**config.mk**
```make
export PLATFORM = sky130hd
export DESIGN_NAME = hazard_forward_unit
export DESIGN_NICKNAME = d
export VERILOG_FILES = /design/src/rtl/hazard_pkg.sv /design/src/rtl/hazard_forward_unit_fwd_select.sv /design/src/rtl/hazard_forward_unit.sv
export SDC_FILE = /design/constraint.sdc
export NUM_CORES = 1
export LEC_CHECK = 0
export CORE_ASPECT_RATIO = 1.4
export CORE_MARGIN = 4
export CORE_UTILIZATION = 32
export DETAILED_ROUTE_END_ITERATION = 8
export PLACE_DENSITY = 0.56
export SYNTH_ARGS = -nofsm -noshare
export SYNTH_HDL_FRONTEND = slang
export SYNTH_SLANG_ARGS = --single-unit
```
**constraint.sdc**
```tcl
create_clock -name clk -period 2.06 [get_ports clk]
set_input_delay 0.309 -clock clk [delete_from_list [all_inputs] [get_ports clk]]
set_output_delay 0.309 -clock clk [all_outputs]
set_load 0.02 [all_outputs]
```
**src/rtl/hazard_pkg.sv**
```systemverilog
// Shared encodings for the hazard/forwarding control block: operand mux
// selects, controller state codes and default widths.
package hazard_pkg;

    // Default register-address and stall-counter widths
    localparam int LEN_REG_DEFAULT = 5;
    localparam int LEN_CNT_DEFAULT = 32;

    // EX operand 3:1 mux select; bit 1 has priority in the mux
    typedef logic [1:0] fwd_sel_t;
    localparam fwd_sel_t FWD_REGFILE = 2'b00;  // value read from ID/EX
    localparam fwd_sel_t FWD_MEMWB   = 2'b01;  // result in MEM/WB
    localparam fwd_sel_t FWD_EXMEM   = 2'b10;  // result in EX/MEM

    // Controller state encodings
    typedef logic [1:0] hz_state_t;
    localparam hz_state_t ST_RUN        = 2'b00;
    localparam hz_state_t ST_LOAD_STALL = 2'b01;
    localparam hz_state_t ST_MEM_WAIT   = 2'b10;

endpackage : hazard_pkg

```
**src/rtl/hazard_forward_unit_fwd_select.sv**
```systemverilog
// Per-operand forwarding decision: compares one ID source register against
// the EX and MEM destinations and returns the next EX mux select.
module fwd_select
    import hazard_pkg::*;
#(
    parameter int LEN_REG = LEN_REG_DEFAULT
) (
    input  logic [LEN_REG-1:0] i_src,
    input  logic               i_uses,
    input  logic [LEN_REG-1:0] i_ex_rd,
    input  logic               i_ex_reg_write,
    input  logic [LEN_REG-1:0] i_mem_rd,
    input  logic               i_mem_reg_write,
    output fwd_sel_t           o_sel
);

    logic w_src_live;
    logic w_ex_hit;
    logic w_mem_hit;

    // Register 0 is hardwired to zero, so it is never a forwarding target
    assign w_src_live = i_uses && (i_src != '0);
    assign w_ex_hit   = w_src_live && i_ex_reg_write  && (i_ex_rd  == i_src);
    assign w_mem_hit  = w_src_live && i_mem_reg_write && (i_mem_rd == i_src);

    // Youngest producer wins: EX/MEM result before MEM/WB result
    always_comb begin
        // NOTE: o_sel is assigned on every path through this block, so no latch is inferred.
        o_sel = FWD_REGFILE;
        if (w_ex_hit) begin
            o_sel = FWD_EXMEM;
        end else if (w_mem_hit) begin
            o_sel = FWD_MEMWB;
        end
    end

endmodule : fwd_select

```
**src/rtl/hazard_forward_unit.sv**
```systemverilog
// Hazard and forwarding control for the 5-stage pipeline: load-use stall,
// taken-branch squash, data-memory freeze, registered EX operand selects and
// a saturating stall-cycle counter.
module hazard_forward_unit
    import hazard_pkg::*;
#(
    parameter int LEN_REG = LEN_REG_DEFAULT,
    parameter int LEN_CNT = LEN_CNT_DEFAULT
) (
    input  logic               clk,
    input  logic               reset,
    input  logic [LEN_REG-1:0] i_id_rs,
    input  logic [LEN_REG-1:0] i_id_rt,
    input  logic               i_id_uses_rs,
    input  logic               i_id_uses_rt,
    input  logic [LEN_REG-1:0] i_ex_rd,
    input  logic               i_ex_reg_write,
    input  logic               i_ex_mem_read,
    input  logic [LEN_REG-1:0] i_mem_rd,
    input  logic               i_mem_reg_write,
    input  logic               i_ex_branch_taken,
    input  logic               i_mem_busy,
    output logic               o_pipe_hold,
    output logic               o_ifid_hold,
    output logic               o_idex_bubble,
    output logic               o_ifid_flush,
    output fwd_sel_t           o_fwd_a_sel,
    output fwd_sel_t           o_fwd_b_sel,
    output logic [LEN_CNT-1:0] o_stall_cycles
);

    hz_state_t          r_state;
    hz_state_t          w_next_state;
    fwd_sel_t           r_fwd_a_sel;
    fwd_sel_t           r_fwd_b_sel;
    fwd_sel_t           w_next_a_sel;
    fwd_sel_t           w_next_b_sel;
    logic [LEN_CNT-1:0] r_stall_cycles;

    logic w_load_use;
    logic w_pipe_hold;
    logic w_ifid_hold;
    logic w_idex_bubble;
    logic w_ifid_flush;
    logic w_stall_event;
    logic w_cnt_full;

    // Next select for each operand, captured into the EX-stage registers
    fwd_select #(.LEN_REG(LEN_REG)) u_fwd_a (
        .i_src           (i_id_rs),
        .i_uses          (i_id_uses_rs),
        .i_ex_rd         (i_ex_rd),
        .i_ex_reg_write  (i_ex_reg_write),
        .i_mem_rd        (i_mem_rd),
        .i_mem_reg_write (i_mem_reg_write),
        .o_sel           (w_next_a_sel)
    );

    fwd_select #(.LEN_REG(LEN_REG)) u_fwd_b (
        .i_src           (i_id_rt),
        .i_uses          (i_id_uses_rt),
        .i_ex_rd         (i_ex_rd),
        .i_ex_reg_write  (i_ex_reg_write),
        .i_mem_rd        (i_mem_rd),
        .i_mem_reg_write (i_mem_reg_write),
        .o_sel           (w_next_b_sel)
    );

    // A load in EX whose destination is read by the instruction in ID
    assign w_load_use = i_ex_mem_read && i_ex_reg_write && (i_ex_rd != '0) &&
                        ((i_id_uses_rs && (i_ex_rd == i_id_rs)) ||
                         (i_id_uses_rt && (i_ex_rd == i_id_rt)));

    // Control decode and next state; reset > mem_busy > branch > load-use
    always_comb begin
        w_pipe_hold   = 1'b0;
        w_ifid_hold   = 1'b0;
        w_idex_bubble = 1'b0;
        w_ifid_flush  = 1'b0;
        w_next_state  = r_state;
        if (reset) begin
            w_next_state = ST_RUN;
        end else if (i_mem_busy) begin
            w_pipe_hold  = 1'b1;
            w_next_state = ST_MEM_WAIT;
        end else begin
            case (r_state)
                ST_RUN: begin
                    w_next_state = ST_RUN;
                    if (i_ex_branch_taken) begin
                        w_ifid_flush  = 1'b1;
                        w_idex_bubble = 1'b1;
                    end else if (w_load_use) begin
                        w_ifid_hold   = 1'b1;
                        w_idex_bubble = 1'b1;
                        w_next_state  = ST_LOAD_STALL;
                    end
                end
                ST_LOAD_STALL: begin
                    // The bubble is already in EX, so load-use is not re-checked
                    w_next_state = ST_RUN;
                    if (i_ex_branch_taken) begin
                        w_ifid_flush  = 1'b1;
                        w_idex_bubble = 1'b1;
                    end
                end
                ST_MEM_WAIT: begin
                    w_next_state = ST_RUN;
                end
                default: begin
                    w_next_state = ST_RUN;
                end
            endcase
        end
    end

    // Controller state register
    always_ff @(posedge clk) begin
        // NOTE: sequential state uses non-blocking assignments so every register samples pre-edge values.
        if (reset) begin
            r_state <= ST_RUN;
        end else begin
            r_state <= w_next_state;
        end
    end

    // EX operand selects: frozen during pipe_hold, cleared for an injected bubble
    always_ff @(posedge clk) begin
        if (reset) begin
            r_fwd_a_sel <= FWD_REGFILE;
            r_fwd_b_sel <= FWD_REGFILE;
        end else if (!w_pipe_hold) begin
            if (w_idex_bubble) begin
                r_fwd_a_sel <= FWD_REGFILE;
                r_fwd_b_sel <= FWD_REGFILE;
            end else begin
                r_fwd_a_sel <= w_next_a_sel;
                r_fwd_b_sel <= w_next_b_sel;
            end
        end
    end

    assign w_stall_event = w_pipe_hold || w_ifid_hold;
    assign w_cnt_full    = &r_stall_cycles;

    // Stall-cycle counter, saturating at all-ones
    always_ff @(posedge clk) begin
        if (reset) begin
            r_stall_cycles <= '0;
        end else if (w_stall_event && !w_cnt_full) begin
            r_stall_cycles <= r_stall_cycles + 1'b1;
        end
    end

    assign o_pipe_hold    = w_pipe_hold;
    assign o_ifid_hold    = w_ifid_hold;
    assign o_idex_bubble  = w_idex_bubble;
    assign o_ifid_flush   = w_ifid_flush;
    assign o_fwd_a_sel    = r_fwd_a_sel;
    assign o_fwd_b_sel    = r_fwd_b_sel;
    assign o_stall_cycles = r_stall_cycles;

endmodule : hazard_forward_unit
```
Yosys cells after proc, flatten, opt, wreduce, memory -nomap -nowiden. Cells that the tools add are included.

Register bits: 38. Input port bits: 29. Output and inout bits: 40.

Add/subtract/negate cells: 1. Equality and inequality tests: 5. Muxes and demuxes: 25. Bitwise gates (word level): 1. Reduce and logical (&&, ||, !) cells: 26.

Operators with widths (count): $add 32x1->32 const B (1); $reduce_and 32->1 (1); $eq 5x5->1 (4); $mux 1 (18); $logic_and 1x1->1 (16); $reduce_bool 5->1 (3); $mux 2 (6); $reduce_or 4->1 (1); $eq 2x1->1 const B (1); $logic_not 2->1 (1); $logic_or 1x1->1 (2); $pmux 1 s2 (1); $reduce_or 2->1 (1); $logic_not 1->1 (1); $not 1->1 (1).

Longest topological paths before layout.
Word-level depth: 11. Gate-level depth with buffers: 8. Gate-level depth less buffers: 6.

By module. Synthesis repeated with hierarchy kept, for this count alone.

Cells, all modules: 286. Area, all modules: 2588.7 µm².

By module, submodules not included: hazard_forward_unit (times used 1, cells an instance 248, area each 2283.4 µm², seq. area each 760.7 µm²); fwd_select (times used 2, cells an instance 19, area each 152.6 µm², seq. area each 0.0 µm²).

Least setup slack after synthesis. No wires, ideal clock.

Path kind: register -> register. From: reg r_stall_cycles[2] (netlist: o_stall_cycles[2]). To: reg r_stall_cycles[1] (netlist: o_stall_cycles[1]). Arrival time: 1.926 ns. Required time: 1.928 ns. Setup slack: 0.002 ns. Cell stages (with the launch flop): 9. Path buffers: 2. Cell sequence: dfxtp_1 nand4_1 nor3_4 and2_4 and3_4 buf_4 buf_2 nand3b_1 a21oi_1.

Word-level cells in the longest chain between the ends: 3.

Ends and longest elaborated chain: start: declaration (line hazard_forward_unit.sv:38) `logic [LEN_CNT-1:0] r_stall_cycles;`; start signal: assignment (line hazard_forward_unit.sv:151) `r_stall_cycles <= r_stall_cycles + 1'b1;`; $reduce_and 32->1 (line hazard_forward_unit.sv:144) `assign w_cnt_full = &r_stall_cycles;`; $logic_not 1->1 (line hazard_forward_unit.sv:150) `end else if (w_stall_event && !w_cnt_full) begin`; $logic_and 1x1->1 (line hazard_forward_unit.sv:150).

Every way passes these cells. A chain may end at the register's enable or synchronous reset.

Worst setup path after layout.
From: in i_id_uses_rt. To: reg r_stall_cycles[23] (netlist: o_stall_cycles[23]).

Word-level cells in the longest chain between the ends: 10.

Ends and longest elaborated chain: start: declaration (line hazard_forward_unit.sv:15) `input logic i_id_uses_rt,`; $logic_and 1x1->1 (line hazard_forward_unit.sv:72) `(i_id_uses_rt && (i_ex_rd == i_id_rt)));`; $logic_or 1x1->1 (line hazard_forward_unit.sv:71) `((i_id_uses_rs && (i_ex_rd == i_id_rs)) ||`; $logic_and 1x1->1 (line hazard_forward_unit.sv:70) `assign w_load_use = i_ex_mem_read && i_ex_reg_write && (i_ex_rd != '0) &&`; $mux 1 (line hazard_forward_unit.sv:93) `end else if (w_load_use) begin`; $mux 1 (line hazard_forward_unit.sv:90) `if (i_ex_branch_taken) begin`; $mux 1 (line hazard_forward_unit.sv:87) `case (r_state)`; $mux 1 (line hazard_forward_unit.sv:83) `end else if (i_mem_busy) begin`; $mux 1 (line hazard_forward_unit.sv:81) `if (reset) begin`; $logic_or 1x1->1 (line hazard_forward_unit.sv:143) `assign w_stall_event = w_pipe_hold || w_ifid_hold;`; $logic_and 1x1->1 (line hazard_forward_unit.sv:150).

Every way passes these cells.

==> reports/results.ini <==
[layout]
fillCellCount = 678
nets = 437
design_area_mm2 = 0.00389
antenna_cells = 0
fin_util_pct = 55.7
final_common_cell = buf_4
layout_common_cells = buf_4 (52), clkdlybuf4s50_1 (46), dfxtp_1 (34)
drive_gt1_share_pct = 28.9
area_delta_synth_final_pct = 68.0

[logic_synthesis]
synthTopCellsByArea = dfxtp_1 (33%), or4_1 (8.1%), o31ai_1 (6.5%), a21oi_1 (5.6%), xnor2_1 (4.5%)
yosysTopAreaCell = dfxtp_1
netlist_instances = 280
async_reset_ff_share_pct = 0
syn_avg_cell_area_um2 = 8.26
netlist_area_mm2 = 0.00231
seq_area_frac_synth_pct = 32.9
ys.flop_type = dfxtp_1
synth_edf_count = 0
ys_ff_latch = 38
syn_nets = 310
yosys.area.top_type_share_pct = 32.9
synthDistinctLibCells = 43
yosys_warnings = 0

[routing]
wirelength_mm = 8.12
drc = 0
vias = 2734
viasPerCell = 5.44
ant_nets = 0
dr.pass1.iters = 4
drt_iter0_drc = 113
wl_per_cell_um = 16.1

[power]
p_per_area_mw_per_mm2 = 413
ir_worst_vdd_mv = 0.229
p_total_mw = 1.61
power.leakage_nw = 1.46

[clock_network]
ctsHoldBuffers = 0
clock_latency_ps = 290
htreeDepth = 2
cts_tree = built
cts_buffers = 5
clock_path_buffers = 2
clk_pin_slew_ps = 80
clock-root-buffer = clkbuf_8
cts_sinks = 38

[grt]
antenna_found_initial = 0
grt_pass1_wl_mm = 12.5
grtUsageTotal_pct = 18.4
grt_max_degree = 30
grt_pass1_vias = 2642
grt-ovfl-total = 0

[placed_design]
io_buffers = 68
placed_cell_area_mm2 = 0.00340
dp_hpwl_mm = 5.63
gp_congestion = 0.867

[timing]
finalClockSkew_ps = 13.8
period_needed_ps = 2040
relSlewSlack_pct = 75.9
fmax_mhz = 490
period_share_pct = 99.2
rsz0062_at_grt = true
finalSetupViolCount = 0
holdWs_ps = 458
final_hold_viol_count = 0
tightest_slew_ps = 361
final_max_slew_viol_count = 0

[die]
die_h_um = 109
die_w_um = 79.9
io_pins = 69
rows = 36
die-area_mm2 = 0.00867
initial_core_util_pct = 33.1
core-area_mm2 = 0.00698

[setup_path]
worstReg2RegStart = r_state[0]$_SDFF_PP0_
critPathLaunchType = input port
crit_type = input port to flop
end_kind = flop
cp_max_fo = 6
startpoint = i_id_uses_rt
critPathArrivalTime_ps = 2270
critical_path_required_ps = 2280

[run]
cap_violations = 0

[run_status]
status = finished clean

[worst_hold_path]
hold_class = flop to flop
hp-start = o_fwd_a_sel[0]$_SDFFE_PP0N_

==> timing repair <==
item / CTS / global route
buffers inserted: 17 / 3
setup endpoints to repair: 36 / 35
gates cloned: 5 / 0
pin swaps: 27 / 28
gates resized for setup: 62 / 27
==> critical path, stage by stage <==
cell             delay [ps]
clkdlybuf4s50_1         520
nand3_1                 110
o22ai_2                 210
buf_6                   140
a21oi_4                  90
buf_12                  150
buf_8                   120
or4_1                   490
a21oi_1                 120
==> stage by stage <==
| step | instances | TNS [ps] | setup WS [ps] |
|---|---|---|---|
| after floorplan | 280 | 0 | 2.24 |
| after global placement | 472 | -16130 | -563 |
| after detailed placement | 472 | -16540 | -575 |
| after CTS | 502 | 0 | 1.79 |
| after global routing | 503 | -290 | -81.7 |
| final | 503 | 0 | 17.4 |
==> power breakdown <==
part / internal, mW / switching, mW
clock: 0.270 / 0.270
sequential: 0.737 / 0.00345
combinational: 0.182 / 0.144
==> routing by layer <==
layer / wire, um / GRT usage, % / share of wire [%] / vias to the layer above
met3: 471 / 3.75 / 5.8 / 16
met2: 4380 / 35.6 / 54 / 85
met5: 0 / 0 / 0 / -
met4: 314 / 9.18 / 3.9 / 0
met1: 2950 / 18.0 / 36 / 1296
li1: - / - / - / 1337
==> state kept, by name (all words and copies together), names as in the netlist <==
register,cells
r_state,2
o_fwd_a_sel,2
o_fwd_b_sel,2
o_stall_cycles,32
==> kinds of logic (layout without fill, tap and decap cells) <==
kind of cell	after synthesis	after routing	share of synthesized area, %
adders and majority gates	1	1	0.541
muxes	1	1	0.649
and+or+nand+nor	131	131	33.9
DFF	38	38	32.9
buffers and inverters	18	146	4.43
AOI/OAI and AO/OA	71	71	20.0
xor gates and xnor gates	20	20	7.57
==> area by class of cell <==
class                   instances  area [um^2]  area share [%]
repair buffers                136         1310            33.6
clock inverters                 1         5.00           0.129
flip-flops and latches         38          766            19.7
clock buffers                   7         86.3            2.22
inverters                       2         7.51           0.193
multi-input cells             224         1600            41.1
well taps                      95          119            3.06
==> cells in the mapped netlist (all sizes together) (2+ instances only) <==
| master | count |
|---|---|
| nand3 | 20 |
| buf | 7 |
| nor4 | 3 |
| o41ai | 2 |
| a21oi | 27 |
| dfxtp | 38 |
| o21ai | 11 |
| xor2 | 8 |
| o21a | 3 |
| clkbuf | 9 |
| nor2 | 10 |
| nor3 | 5 |
| and4 | 3 |
| or4 | 25 |
| nor2b | 5 |
| nand2 | 21 |
| and3 | 10 |
| xnor2 | 12 |
| o311ai | 4 |
| and2 | 6 |
| or3 | 5 |
| inv | 2 |
| nand4 | 13 |
| o31ai | 20 |
==> path summary, 6_finish.rpt <==
path,endpoint,slack [ps],depth (start not counted)
worst max-delay path,o_stall_cycles[23]$_SDFFE_PP0P_,20,9
worst min-delay path,o_fwd_a_sel[0]$_SDFFE_PP0N_,460,2
worst max register to register,o_stall_cycles[23]$_SDFFE_PP0P_,80,9
worst min register to register,o_fwd_a_sel[0]$_SDFFE_PP0N_,460,2
No activity file was read; power rests on OpenSTA's default activity.
==> patch: new RTL, same flow settings <==
`LEN_REG_DEFAULT`: 5 -> 4.
--- a/src/rtl/hazard_pkg.sv
+++ b/src/rtl/hazard_pkg.sv
@@ -3,7 +3,7 @@
 package hazard_pkg;
 
     // Default register-address and stall-counter widths
-    localparam int LEN_REG_DEFAULT = 5;
+    localparam int LEN_REG_DEFAULT = 4;
     localparam int LEN_CNT_DEFAULT = 32;
 
     // EX operand 3:1 mux select; bit 1 has priority in the mux
Interface: changed (resized i_ex_rd, i_id_rs, i_id_rt and i_mem_rd); port bits go from 69 to 65. The function was not compared with the original's and may differ.
==> patch against the original RTL <==
  * Power is 5.9% lower
  * Sequential cell count stayed put
  * Setup slack better by 0.054 ns
  * Synthesized cell count is 9.3% lower
  * Non-clock buffer count is 15 lower
  * Area after synthesis is 11% lower
  * Routed wire length is 19% lower
  * Cell area is 12% lower
  * Via count is 14% lower
  * Highest routed layer unchanged
  * Critical path depth is 1 lower
  * Clock skew is 0.0061 ns lower
==> patch: results (changes against the original RTL) <==
Min path
  – Hold path startpoint: o_fwd_b_sel[0]
  – Hold endpoint: o_fwd_b_sel[0]

Yosys
  – Area fraction in compound gates after synthesis: 0.194 (-0.00652)
  – Adder-cell area share of the yosys netlist: 0.00605 (+0.000641)
  – Sequential area share after synthesis: 0.368 (+0.0390)
  – Multiplexer share of the synthesized area: 0.00484 (-0.00165)
  – Yosys cell types: 42 (-2.3%)
  – Top post-synthesis cells by area: dfxtp_1, or3_1, a21oi_1
  – Most frequent cells after synthesis: dfxtp_1, a21oi_1, o21ai_0, or3_1, nand2_1

GRT
  – First-pass GRT wire length: 10500 µm (-16%)
  – Overall routing resource usage: 0.165 (-0.0191)
  – Largest net degree at the start of global routing: 34 (+13%)
  – Vias in the first global route: 2284 (-14%)

Clock tree
  – Worst-Skew Late Latency: 0.30 ns

Final layout
  – Seq area share: 0.226 (+0.0286)
  – Share of layout cells above drive strength 1: 0.284 (-0.00503)
  – Fin nets: 398 (-8.9%)
  – Multi-input gate count: 201 (-10%)
  – Fill cells: 610 (-10%)
  – Inverters: 5 (+3)
  – Fin util: 0.544 (-0.0122)
  – Bufs w/o clock: 121 (-11%)
  – Non-clk buf share: 0.315 (-0.0215)
  – Final Non-Filler Cells: 445 (-12%)

Critical path
  – CP max FO: 16 (+10)
  – Crit path DAT: 2.22 ns (-0.05 ns)
  – Delay-heaviest family, CP: simple AND/OR/NAND/NOR gates
  – R2R cell count: 8 (-1)
  – Crit-path max cell delay: 0.46 ns (-0.06 ns)
  – CP startpoint: i_mem_busy

Pwr
  – P_sw: 0.384 mW (-8.0%)
  – Leakage power: 1.21 nW (-17%)
  – Peak VDD IR: 194 µV (-15%)
  – Logic gate share of total power: 0.149 (-0.054)
  – Int Pwr: 1.13 mW (-5.2%)
  – Seq pwr: 0.742 mW (about the same)

Place
  – Placed cell count: 428 (-9.3%)
  – Post-place instance area: 0.00311 mm² (-8.4%)
  – Placement Setup Slack: -0.663 ns (-0.0878 ns)
  – Placer Congestion: 0.788 (-9.1%)
  – I/O Buffers: 64 (-5.9%)

Routing
  – DR pass1 iterations: 5 (+1)
  – Via count: 2351 (-14%)
  – Initial drt markers: 123 (+8.8%)

Timing
  – Worst Slack Setup Final: 0.0717 ns (+0.0543 ns)
  – Hold slack final: 0.465 ns (+0.00629 ns)
  – Worst Tran Pin Value: 0.449 ns (+0.0880 ns)

Die
  – Die width: 75.9 µm (-4.9%)

Status
  – Status: finished, final reports clean
-- patch: cell count changes after synthesis, sizes merged, moves of 5 or more --
cell | unedited run | this run
and3 | 10 | 4
nand3 | 20 | 11
o21ai | 11 | 28
o31ai | 20 | 5
or3 | 5 | 24
or4 | 25 | 5
xnor2 | 12 | 5
xor2 | 8 | 13
-- patch: worst reg2reg max path: stages (launching register included) --
cell	delay (ns)
dfxtp_2	0.32
nor4bb_2	0.27
buf_4	0.16
and4_1	0.19
a22o_4	0.16
o21ai_4	0.08
buf_12	0.16
or4_1	0.40
a21oi_1	0.15
-- patch: timing repair --
item / CTS / global route
resized for setup: 50 / 31
setup endpoints to repair: 38 / 23
pin swaps: 12 / 21
buffers inserted: 3 / 4
gates cloned: 3 / 0
-- patch: per-layer routing --
layer / global-route usage / vias to the layer above / part of all wire
li1: - / 1184 / -
met5: 0 / - / 0
met3: 0.0455 / 11 / 0.062
met1: 0.173 / 1089 / 0.39
met2: 0.303 / 67 / 0.52
met4: 0.0781 / 0 / 0.029
